**config.mk**
```make
export PLATFORM = sky130hd
export DESIGN_NAME = decoder_stack_ctrl
export DESIGN_NICKNAME = d
export VERILOG_FILES = /design/src/rtl/decoder_ctrl_pkg.sv /design/src/rtl/decoder_stack_ctrl.sv
export SDC_FILE = /design/constraint.sdc
export NUM_CORES = 1
export LEC_CHECK = 0
export BUFFER_PORTS_ARGS = -buffer_cell sky130_fd_sc_hd__buf_2
export CAP_MARGIN = 20
export CELL_PAD_IN_SITES_DETAIL_PLACEMENT = 0
export CELL_PAD_IN_SITES_GLOBAL_PLACEMENT = 1
export CORE_ASPECT_RATIO = 1.75
export CORE_UTILIZATION = 35
export CTS_CLUSTER_DIAMETER = 30
export DETAILED_ROUTE_END_ITERATION = 6
export PLACE_DENSITY = 0.87
export SYNTH_ARGS = -nofsm -noshare
export SYNTH_HDL_FRONTEND = slang
export SYNTH_SLANG_ARGS = --single-unit
```
**constraint.sdc**
```tcl
create_clock -name clk -period 4.7 [get_ports clk]
set_input_delay 0.705 -clock clk [delete_from_list [all_inputs] [get_ports clk]]
set_output_delay 0.705 -clock clk [all_outputs]
set_load 0.05 [all_outputs]
```
**src/rtl/decoder_ctrl_pkg.sv**
```systemverilog
// Shared types and helpers for the decoder stack sequencer: FSM states,
// DNA base codes and the stack tag layout (depth*4 + next_base).
package decoder_ctrl_pkg;

  localparam int LEN_W = 5;

  typedef enum logic [2:0] {
    S_IDLE,
    S_FETCH,
    S_EXPAND,
    S_CHECK,
    S_EMIT,
    S_FLUSH,
    S_DONE
  } state_t;

  localparam logic [1:0] BASE_A = 2'd0;
  localparam logic [1:0] BASE_C = 2'd1;
  localparam logic [1:0] BASE_G = 2'd2;
  localparam logic [1:0] BASE_T = 2'd3;

  function automatic logic [31:0] tag_pack(input logic [LEN_W-1:0] depth,
                                           input logic [1:0]       base);
    return {{(32-LEN_W-2){1'b0}}, depth, base};
  endfunction

  function automatic logic [LEN_W-1:0] tag_depth(input logic [LEN_W+1:0] tag);
    return tag[LEN_W+1:2];
  endfunction

  function automatic logic [1:0] tag_base(input logic [LEN_W+1:0] tag);
    return tag[1:0];
  endfunction

endpackage

```
**src/rtl/decoder_stack_ctrl.sv**
```systemverilog
// Depth-first path sequencer driving an external decoder_stack.
// Optional macro STACK_CTRL_PERF_EN adds perf_max_occ / perf_rejects outputs.
module decoder_stack_ctrl
  import decoder_ctrl_pkg::*;
#(
  parameter int DATA_WIDTH  = 32,
  parameter int STACK_DEPTH = 16,
  parameter int MAX_LEN     = 15
) (
  input  logic                  clk,
  input  logic                  rst_n,
  input  logic                  start,
  input  logic                  abort,
  input  logic [LEN_W-1:0]      target_len,
  output logic                  stk_push,
  output logic                  stk_pop,
  output logic [DATA_WIDTH-1:0] stk_data_in,
  output logic [31:0]           stk_N_in,
  input  logic [DATA_WIDTH-1:0] stk_data_out,
  input  logic [31:0]           stk_N_out,
  input  logic                  stk_full,
  input  logic                  stk_empty,
  output logic                  chk_req,
  output logic [DATA_WIDTH-1:0] chk_path,
  output logic [LEN_W-1:0]      chk_len,
  input  logic                  chk_ack,
  input  logic                  chk_ok,
  output logic                  out_valid,
  output logic [DATA_WIDTH-1:0] out_path,
  input  logic                  out_ready,
  output logic                  busy,
  output logic                  done,
  output logic                  err_overflow,
`ifdef STACK_CTRL_PERF_EN
  output logic [15:0]           perf_max_occ,
  output logic [15:0]           perf_rejects,
`endif
  output logic [15:0]           n_found
);

  localparam logic [LEN_W-1:0] MAX_LEN_L = LEN_W'(MAX_LEN);
  localparam logic [LEN_W-1:0] ONE_L     = LEN_W'(1);

  state_t                r_state, w_next;
  logic [LEN_W-1:0]      r_tlen, r_depth;
  logic [1:0]            r_base;
  logic [DATA_WIDTH-1:0] r_path, r_cand;
  logic [15:0]           r_n_found;
  logic                  r_err, r_flush_done;

  logic                  w_push, w_pop, w_start, w_accept, w_reject, w_ovf, w_fd_set;
  logic [DATA_WIDTH-1:0] w_push_data;
  logic [31:0]           w_push_tag;
  logic [LEN_W-1:0]      w_tlen_clamp, w_depth_p1;
  logic                  w_unused;

  function automatic logic [DATA_WIDTH-1:0] set_base(input logic [DATA_WIDTH-1:0] p,
                                                     input logic [LEN_W-1:0]      d,
                                                     input logic [1:0]            b);
    logic [DATA_WIDTH-1:0] m;
    m = p;
    m[{d, 1'b0} +: 2] = b;
    return m;
  endfunction

  assign w_unused     = ^stk_N_out[31:LEN_W+2];
  assign w_depth_p1   = r_depth + ONE_L;
  assign w_tlen_clamp = (target_len == '0 || target_len > MAX_LEN_L) ? MAX_LEN_L : target_len;

  always_comb begin
    w_next      = r_state;
    w_push      = 1'b0;
    w_pop       = 1'b0;
    w_push_data = '0;
    w_push_tag  = '0;
    w_start     = 1'b0;
    w_accept    = 1'b0;
    w_reject    = 1'b0;
    w_ovf       = 1'b0;
    w_fd_set    = 1'b0;
    case (r_state)
      S_IDLE: begin
        if (start && rst_n) begin
          w_start = 1'b1;
          if (!stk_empty) begin
            w_next = S_FLUSH;
          end else begin
            w_push = 1'b1;
            w_next = S_FETCH;
          end
        end
      end
      S_FETCH: begin
        if (stk_empty) begin
          w_next = S_DONE;
        end else begin
          w_pop  = 1'b1;
          w_next = S_EXPAND;
        end
      end
      S_EXPAND: begin
        if (r_base != BASE_T) begin
          w_push      = 1'b1;
          w_push_data = r_path;
          w_push_tag  = tag_pack(r_depth, r_base + 2'd1);
        end
        w_next = S_CHECK;
      end
      S_CHECK: begin
        if (chk_ack) begin
          if (!chk_ok) begin
            w_reject = 1'b1;
            w_next   = S_FETCH;
          end else if (w_depth_p1 == r_tlen) begin
            w_next = S_EMIT;
          end else begin
            w_push      = 1'b1;
            w_push_data = r_cand;
            w_push_tag  = tag_pack(w_depth_p1, BASE_A);
            w_next      = S_FETCH;
          end
        end
      end
      S_EMIT: begin
        if (out_ready) begin
          w_accept = 1'b1;
          w_next   = S_FETCH;
        end
      end
      S_FLUSH: begin
        if (!stk_empty) begin
          w_pop = 1'b1;
        end else if (r_flush_done) begin
          w_next = S_DONE;
        end else begin
          w_push = 1'b1;
          w_next = S_FETCH;
        end
      end
      S_DONE:  w_next = S_IDLE;
      default: w_next = S_IDLE;
    endcase

    // Abort overrides every other event; DONE is already terminating, so it completes.
    if (abort && r_state != S_IDLE && r_state != S_DONE) begin
      w_push   = 1'b0;
      w_pop    = 1'b0;
      w_accept = 1'b0;
      w_reject = 1'b0;
      w_next   = S_FLUSH;
      w_fd_set = 1'b1;
    end else if (w_push && stk_full) begin
      w_ovf    = 1'b1;
      w_next   = S_FLUSH;
      w_fd_set = 1'b1;
    end
  end

  always_ff @(posedge clk) begin
    if (!rst_n) begin
      r_state      <= S_IDLE;
      r_tlen       <= '0;
      r_depth      <= '0;
      r_base       <= '0;
      r_path       <= '0;
      r_cand       <= '0;
      r_n_found    <= '0;
      r_err        <= 1'b0;
      r_flush_done <= 1'b0;
    end else begin
      r_state <= w_next;
      if (w_start) begin
        r_tlen       <= w_tlen_clamp;
        r_n_found    <= '0;
        r_err        <= 1'b0;
        r_flush_done <= 1'b0;
      end
      if (w_fd_set) r_flush_done <= 1'b1;
      if (w_ovf)    r_err        <= 1'b1;
      if (r_state == S_FETCH && w_pop) begin
        r_path  <= stk_data_out;
        r_depth <= tag_depth(stk_N_out[LEN_W+1:0]);
        r_base  <= tag_base(stk_N_out[LEN_W+1:0]);
      end
      if (r_state == S_EXPAND) r_cand <= set_base(r_path, r_depth, r_base);
      if (w_accept && r_n_found != 16'hFFFF) r_n_found <= r_n_found + 16'd1;
    end
  end

  assign stk_push     = w_push;
  assign stk_pop      = w_pop;
  assign stk_data_in  = w_push_data;
  assign stk_N_in     = w_push_tag;
  assign chk_req      = (r_state == S_CHECK);
  assign chk_path     = chk_req ? r_cand : '0;
  assign chk_len      = chk_req ? w_depth_p1 : '0;
  assign out_valid    = (r_state == S_EMIT);
  assign out_path     = out_valid ? r_cand : '0;
  assign busy         = (r_state != S_IDLE);
  assign done         = (r_state == S_DONE);
  assign err_overflow = r_err;
  assign n_found      = r_n_found;

`ifdef STACK_CTRL_PERF_EN
  localparam int OCC_W = $clog2(STACK_DEPTH + 1);

  logic [OCC_W-1:0] r_occ, w_occ_base, w_occ_next;
  logic [15:0]      r_max_occ, r_rejects, w_max_base, w_rej_base;

  // Occupancy is tracked from our own accepted push/pop, rebased to zero on start.
  always_comb begin
    w_occ_base = w_start ? '0 : r_occ;
    w_max_base = w_start ? '0 : r_max_occ;
    w_rej_base = w_start ? '0 : r_rejects;
    w_occ_next = w_occ_base;
    if (w_push && !stk_full)              w_occ_next = w_occ_base + 1'b1;
    else if (w_pop && w_occ_base != '0)   w_occ_next = w_occ_base - 1'b1;
  end

  always_ff @(posedge clk) begin
    if (!rst_n) begin
      r_occ     <= '0;
      r_max_occ <= '0;
      r_rejects <= '0;
    end else begin
      r_occ     <= w_occ_next;
      r_max_occ <= (16'(w_occ_next) > w_max_base) ? 16'(w_occ_next) : w_max_base;
      r_rejects <= (w_reject && w_rej_base != 16'hFFFF) ? w_rej_base + 16'd1 : w_rej_base;
    end
  end

  assign perf_max_occ = r_max_occ;
  assign perf_rejects = r_rejects;
`endif

endmodule

```
# Word-level counts from Yosys, hierarchy flattened
# Index checks and enable logic that the tools add are counted.
# totals
word_cells,106
output_inout_bits,156
in_bits,78
regBits,97
# op_classes
n_mux,53
n_reduce_logical,17
shift,2
n_eq_ne,18
bitwise_logic,1
order_cmp,1
n_addsub,4
# ops
op,n
32-bit 2-to-1 mux,6
32-bit case mux with 2 select lines,1
3-bit 2-to-1 mux,11
32-bit bitwise mux,1
16-bit 2-to-1 mux,2
"2-bit by 8-bit variable shift with 32-bit output, first input constant",1
2-bit by 8-bit indexed part select with 32-bit output,1
7-bit 2-to-1 mux,4
1-bit 2-to-1 mux,23
3-bit case mux with 6 select lines,1
"16-bit by 1-bit adder with 16-bit output, second input constant",1
"16-bit != test, second input constant",1
7-bit case mux with 2 select lines,1
5-bit 2-to-1 mux,2
"3-bit == test, second input constant",3
"4-bit by 1-bit != test with 1-bit output, second input constant",2
"4-bit != test, second input constant",2
6-bit negation with 8-bit output,1
4-bit AND reduction,2
"3-bit by 2-bit == test with 1-bit output, second input constant",2
1-bit logical AND,6
"2-bit != test, second input constant",3
2-bit nonzero test,3
"5-bit by 1-bit adder with 5-bit output, second input constant",1
14 further kinds,15

# Longest topological paths before layout
# depth
word_depth,10
ltp_mapped,9

# Least setup slack after synthesis
# No wires, ideal clock.
# synth_path
path_kind,register -> output
startpoint,register r_depth[0]
endpoint,output stk_N_in[4]
stages_incl_launch_ff,9
arrival_time_ps,2600
path_buffers,2
slack_ps,1395
cell_sequence,dfxtp_1 buf_4 clkbuf_1 inv_1 ha_1 xor2_1 or4_4 o21ai_2 o211ai_1
# synth_via
elab_chain_len,6
# synth_lines
item,line_no,source
start: declaration,decoder_stack_ctrl.sv:45,"logic [LEN_W-1:0] r_tlen, r_depth;"
start signal: assignment,decoder_stack_ctrl.sv:182,r_depth <= tag_depth(stk_N_out[LEN_W+1:0]);
5-bit by 1-bit adder with 5-bit output (*),decoder_stack_ctrl.sv:67,assign w_depth_p1 = r_depth + ONE_L;
5-bit == test,decoder_stack_ctrl.sv:114,end else if (w_depth_p1 == r_tlen) begin
7-bit 2-to-1 mux (*),decoder_stack_ctrl.sv:114,
7-bit 2-to-1 mux (*),decoder_stack_ctrl.sv:111,if (!chk_ok) begin
7-bit 2-to-1 mux (*),decoder_stack_ctrl.sv:110,if (chk_ack) begin
7-bit case mux with 2 select lines (*),decoder_stack_ctrl.sv:81,case (r_state)
end: declaration,decoder_stack_ctrl.sv:18,"output logic [31:0] stk_N_in,"
# Every way passes the cells marked *; elsewhere a longest branch is shown, timed or not.

# Worst setup path after layout
# layout_path
startpoint,register r_depth[1]
endpoint,output stk_data_in[9]
# layout_via
elab_chain_len,6
# layout_lines
item,line_no,source
5-bit by 1-bit adder with 5-bit output,decoder_stack_ctrl.sv:67,
5-bit == test,decoder_stack_ctrl.sv:114,
32-bit 2-to-1 mux,decoder_stack_ctrl.sv:114,
32-bit 2-to-1 mux,decoder_stack_ctrl.sv:111,
32-bit 2-to-1 mux,decoder_stack_ctrl.sv:110,
32-bit case mux with 2 select lines,decoder_stack_ctrl.sv:81,
end: declaration,decoder_stack_ctrl.sv:17,"output logic [DATA_WIDTH-1:0] stk_data_in,"
# No other way between the ends.

==> impl_metrics.yaml <==
timing:
  worst_pin_slew_ns: 1.06
  finalHoldViolations: 0
  fin_setup_tns_ns: 0
  rsz0062_at_grt: "false"
  finalCritPeriodShare: 0.860
  hold_ws_ns: 0.476
  timing.fmax_ghz: 0.247
  final_max_slew_viol_count: 0
  setup_violations: 0
  skew_ns: 0.0148
  setup_slack_ns: 0.657
  relSlewSlack: 0.292
  min_period_ns: 4.04
worst_setup_path:
  endpoint_kind: "primary output"
  worstSetupPathType: "flop to primary output"
  critPathLaunchType: "flop"
  worstPathArrival_ns: 3.34
  path_max_fanout: 19
  crit_required_ns: 3.99
finish:
  final_area_sq_um: 7160
  final_nets: 998
  drive_gt1_frac: 0.251
  n_antenna_cell: 0
  fillCellCount: 1774
  area_delta_synth_final_pct: 21.6
yosys:
  yosys.area_share.simple: 0.282
  syn_inst: 762
  yosysWarnings: 0
  ys_ff_latch: 97
  synth_top_family_by_area: "simple AND/OR/NAND/NOR gates"
  ys_types: 63
  synthAdderAreaFrac: 0.0128
  muxShareOfSynthArea: 0.0376
  synth_seq_area_share: 0.330
  syn_area_sq_um: 5890
  syn_area_per_cell_sq_um: 7.73
  synth_compound_area_frac: 0.241
  synth_enable_flop_cells: 0
  synth_flop_cell: "dfxtp_1"
  synth_xor_area_frac: 0.0202
  synth_area_leaders: "dfxtp_1, and2_1, nand2_1"
  synth_top_cell_by_area: "dfxtp_1"
  synthArstFlopShare: 0
  synth_top_cell_area_share: 0.330
clocking:
  postCtsResizedCells: 0
  cts-hold-fix-buffers: 0
  cts_tree: "done"
  cts_made_buffers: 9
  clock-sinks: 97
  post_cts_buffers: 0
  cts_root_buffer: "clkbuf_16"
  clk_pin_slew_worst_paths_ns: 0.07
  ctsLongestPathBuffers: 2
  cts-htree-levels: 3
  insertion_delay_ns: 0.35
pwr:
  seqPwrFrac: 0.397
  p_sw_frac: 0.423
  intPower_w: 0.00163
  leakage_nw: 3.16
  power.total_w: 0.00282
  ir_drop_mv: 0.244
  p_comb_frac: 0.342
  cellPowerDensity_nw_per_um2: 394
  clock_power_share: 0.261
  power.switching_w: 0.00120
run:
  drv_cap: 0
drt:
  ant_nets: 0
  drc_errors: 0
  first_iter_violations: 238
  drt_first_pass_iters: 4
  drt-vias-per-instance: 5.13
  routedWlPerCell_um: 16.1
  finalWirelength_um: 18400
  routed-via-count: 5858
place:
  place_hpwl_um: 13700
  dpl-instance-area_sq_um: 6860
  dpl_worst_slack_ns: 1.05
  port_buffers: 183
  place_congestion: 0.864
global_route:
  grtUsageTotal: 0.212
  grt.overflow.total: 0
  antenna_found_initial: 0
  grt_pass1_wl_um: 28800
  grt_start_max_net_pins: 66
  grt_pass1_vias: 5381
floorplan:
  dieArea_sq_um: 17400
  pin_count: 234
  die_w_um: 100
  initial_core_util: 0.358
  num_rows: 62
  fp.dieH_um: 174
  design.core.area_sq_um: 16400
status:
  outcome: "completed"
min_path:
  holdCritPathClass: "flop to flop"
## worst max-delay path: stages, from the launching register on
cell and delay (ns):
dfxtp_1 0.56, inv_1 0.11, ha_1 0.32, xor2_1 0.24, nor4_2 0.10, a21oi_2 0.82
buf_4 0.39, a22o_1 0.16, buf_2 0.28
## power groups by stage
stage | Clock (W) | Sequential, W | Combinational [W]
final | 0.000737 | 0.00112 | 0.000966
after global routing | 0.000788 | 0.00114 | 0.00106
after CTS | 0.000755 | 0.00112 | 0.000972
after detailed placement | 0 | 0.00114 | 0.000968
after global placement | 0 | 0.00113 | 0.000957
after floorplan | 0 | 0.00106 | 0.000795
## sequential cells by signal, summed over array words and instances (netlist names)
signal / count
err_overflow: 1
r_path: 32
n_found: 16
r_depth: 5
r_base: 2
r_state: 3
r_flush_done: 1
r_cand: 32
r_tlen: 5
## cells in the mapped netlist (all sizes together), types with 2 or more instances
| cell type | instances |
|---|---|
| a211oi | 12 |
| or3 | 4 |
| and4 | 2 |
| a2111oi | 2 |
| and2 | 73 |
| a22oi | 3 |
| a21oi | 64 |
| and3 | 11 |
| nor3 | 8 |
| nor4 | 6 |
| or4 | 2 |
| ha | 6 |
| xnor2 | 8 |
| nand3 | 36 |
| buf | 41 |
| a21o | 4 |
| nor2b | 14 |
| a21boi | 2 |
| o21a | 3 |
| mux2i | 21 |
| inv | 12 |
| a221o | 5 |
| o31ai | 3 |
| o21ai | 52 |
| a311oi | 2 |
| nand2b | 10 |
| a22o | 38 |
| nand2 | 104 |
| dfxtp | 97 |
| nor2 | 37 |
| and4b | 2 |
| o21bai | 2 |
| a31oi | 17 |
| nor3b | 3 |
| nand4 | 3 |
| clkbuf | 35 |
| xor2 | 3 |
## per-layer routing
metal | GRT usage | share of wire | up-vias
met5 | 0 | 0 | -
met4 | 0.0809 | 0.026 | 0
met3 | 0.0399 | 0.055 | 33
met2 | 0.407 | 0.55 | 178
met1 | 0.222 | 0.37 | 2682
li1 | - | - | 2965
## kinds of logic after synthesis
| group | Yosys count |
|---|---|
| and+or+nand+nor | 320 |
| AOI/OAI and AO/OA | 216 |
| DFF | 97 |
| buffers and inverters | 88 |
| muxes | 22 |
| xor gates and xnor gates | 12 |
| adders and majority gates | 6 |
| other | 1 |
## worst paths after layout
kind,start,end,slack [ns],cells after the start
setup / recovery,r_depth[1]$_SDFFE_PN0P_,stk_data_in[9],0.66,8
hold reg to reg,r_path[15]$_SDFFE_PN0P_,r_path[15]$_SDFFE_PN0P_,0.48,2
hold / removal,r_path[15]$_SDFFE_PN0P_,r_path[15]$_SDFFE_PN0P_,0.48,2
setup reg to reg,r_depth[1]$_SDFFE_PN0P_,err_overflow$_SDFFE_PN0P_,1.96,7
## cell usage in the layout (no fill, tap or decap), types with 25 or more instances in the layout
master   count
nand2_1    104
and2_1      73
nor2_1      37
o21ai_0     49
dfxtp_1     97
buf_2      183
a22o_1      38
conb_1      25
a21oi_1     63
nand3_1     36
## cell type report
type / count / area [sq um] / share of cell area
repair buffers: 193 / 991 / 0.138
clock inverters: 6 / 57.6 / 0.00804
multi-input cells: 601 / 3600 / 0.503
flip-flops and latches: 97 / 1940 / 0.271
well taps: 224 / 280 / 0.0392
clock buffers: 10 / 239 / 0.0334
inverters: 12 / 45.0 / 0.00629
## through the flow
step | utilization | instances
2_1_floorplan | - | 786
3_3_place_gp | 0.417 | 1127
3_5_place_dp | 0.417 | 1127
4_1_cts | 0.435 | 1143
5_1_grt | 0.435 | 1143
6_report | 0.435 | 1143
Power figures use the tool's default switching activity.
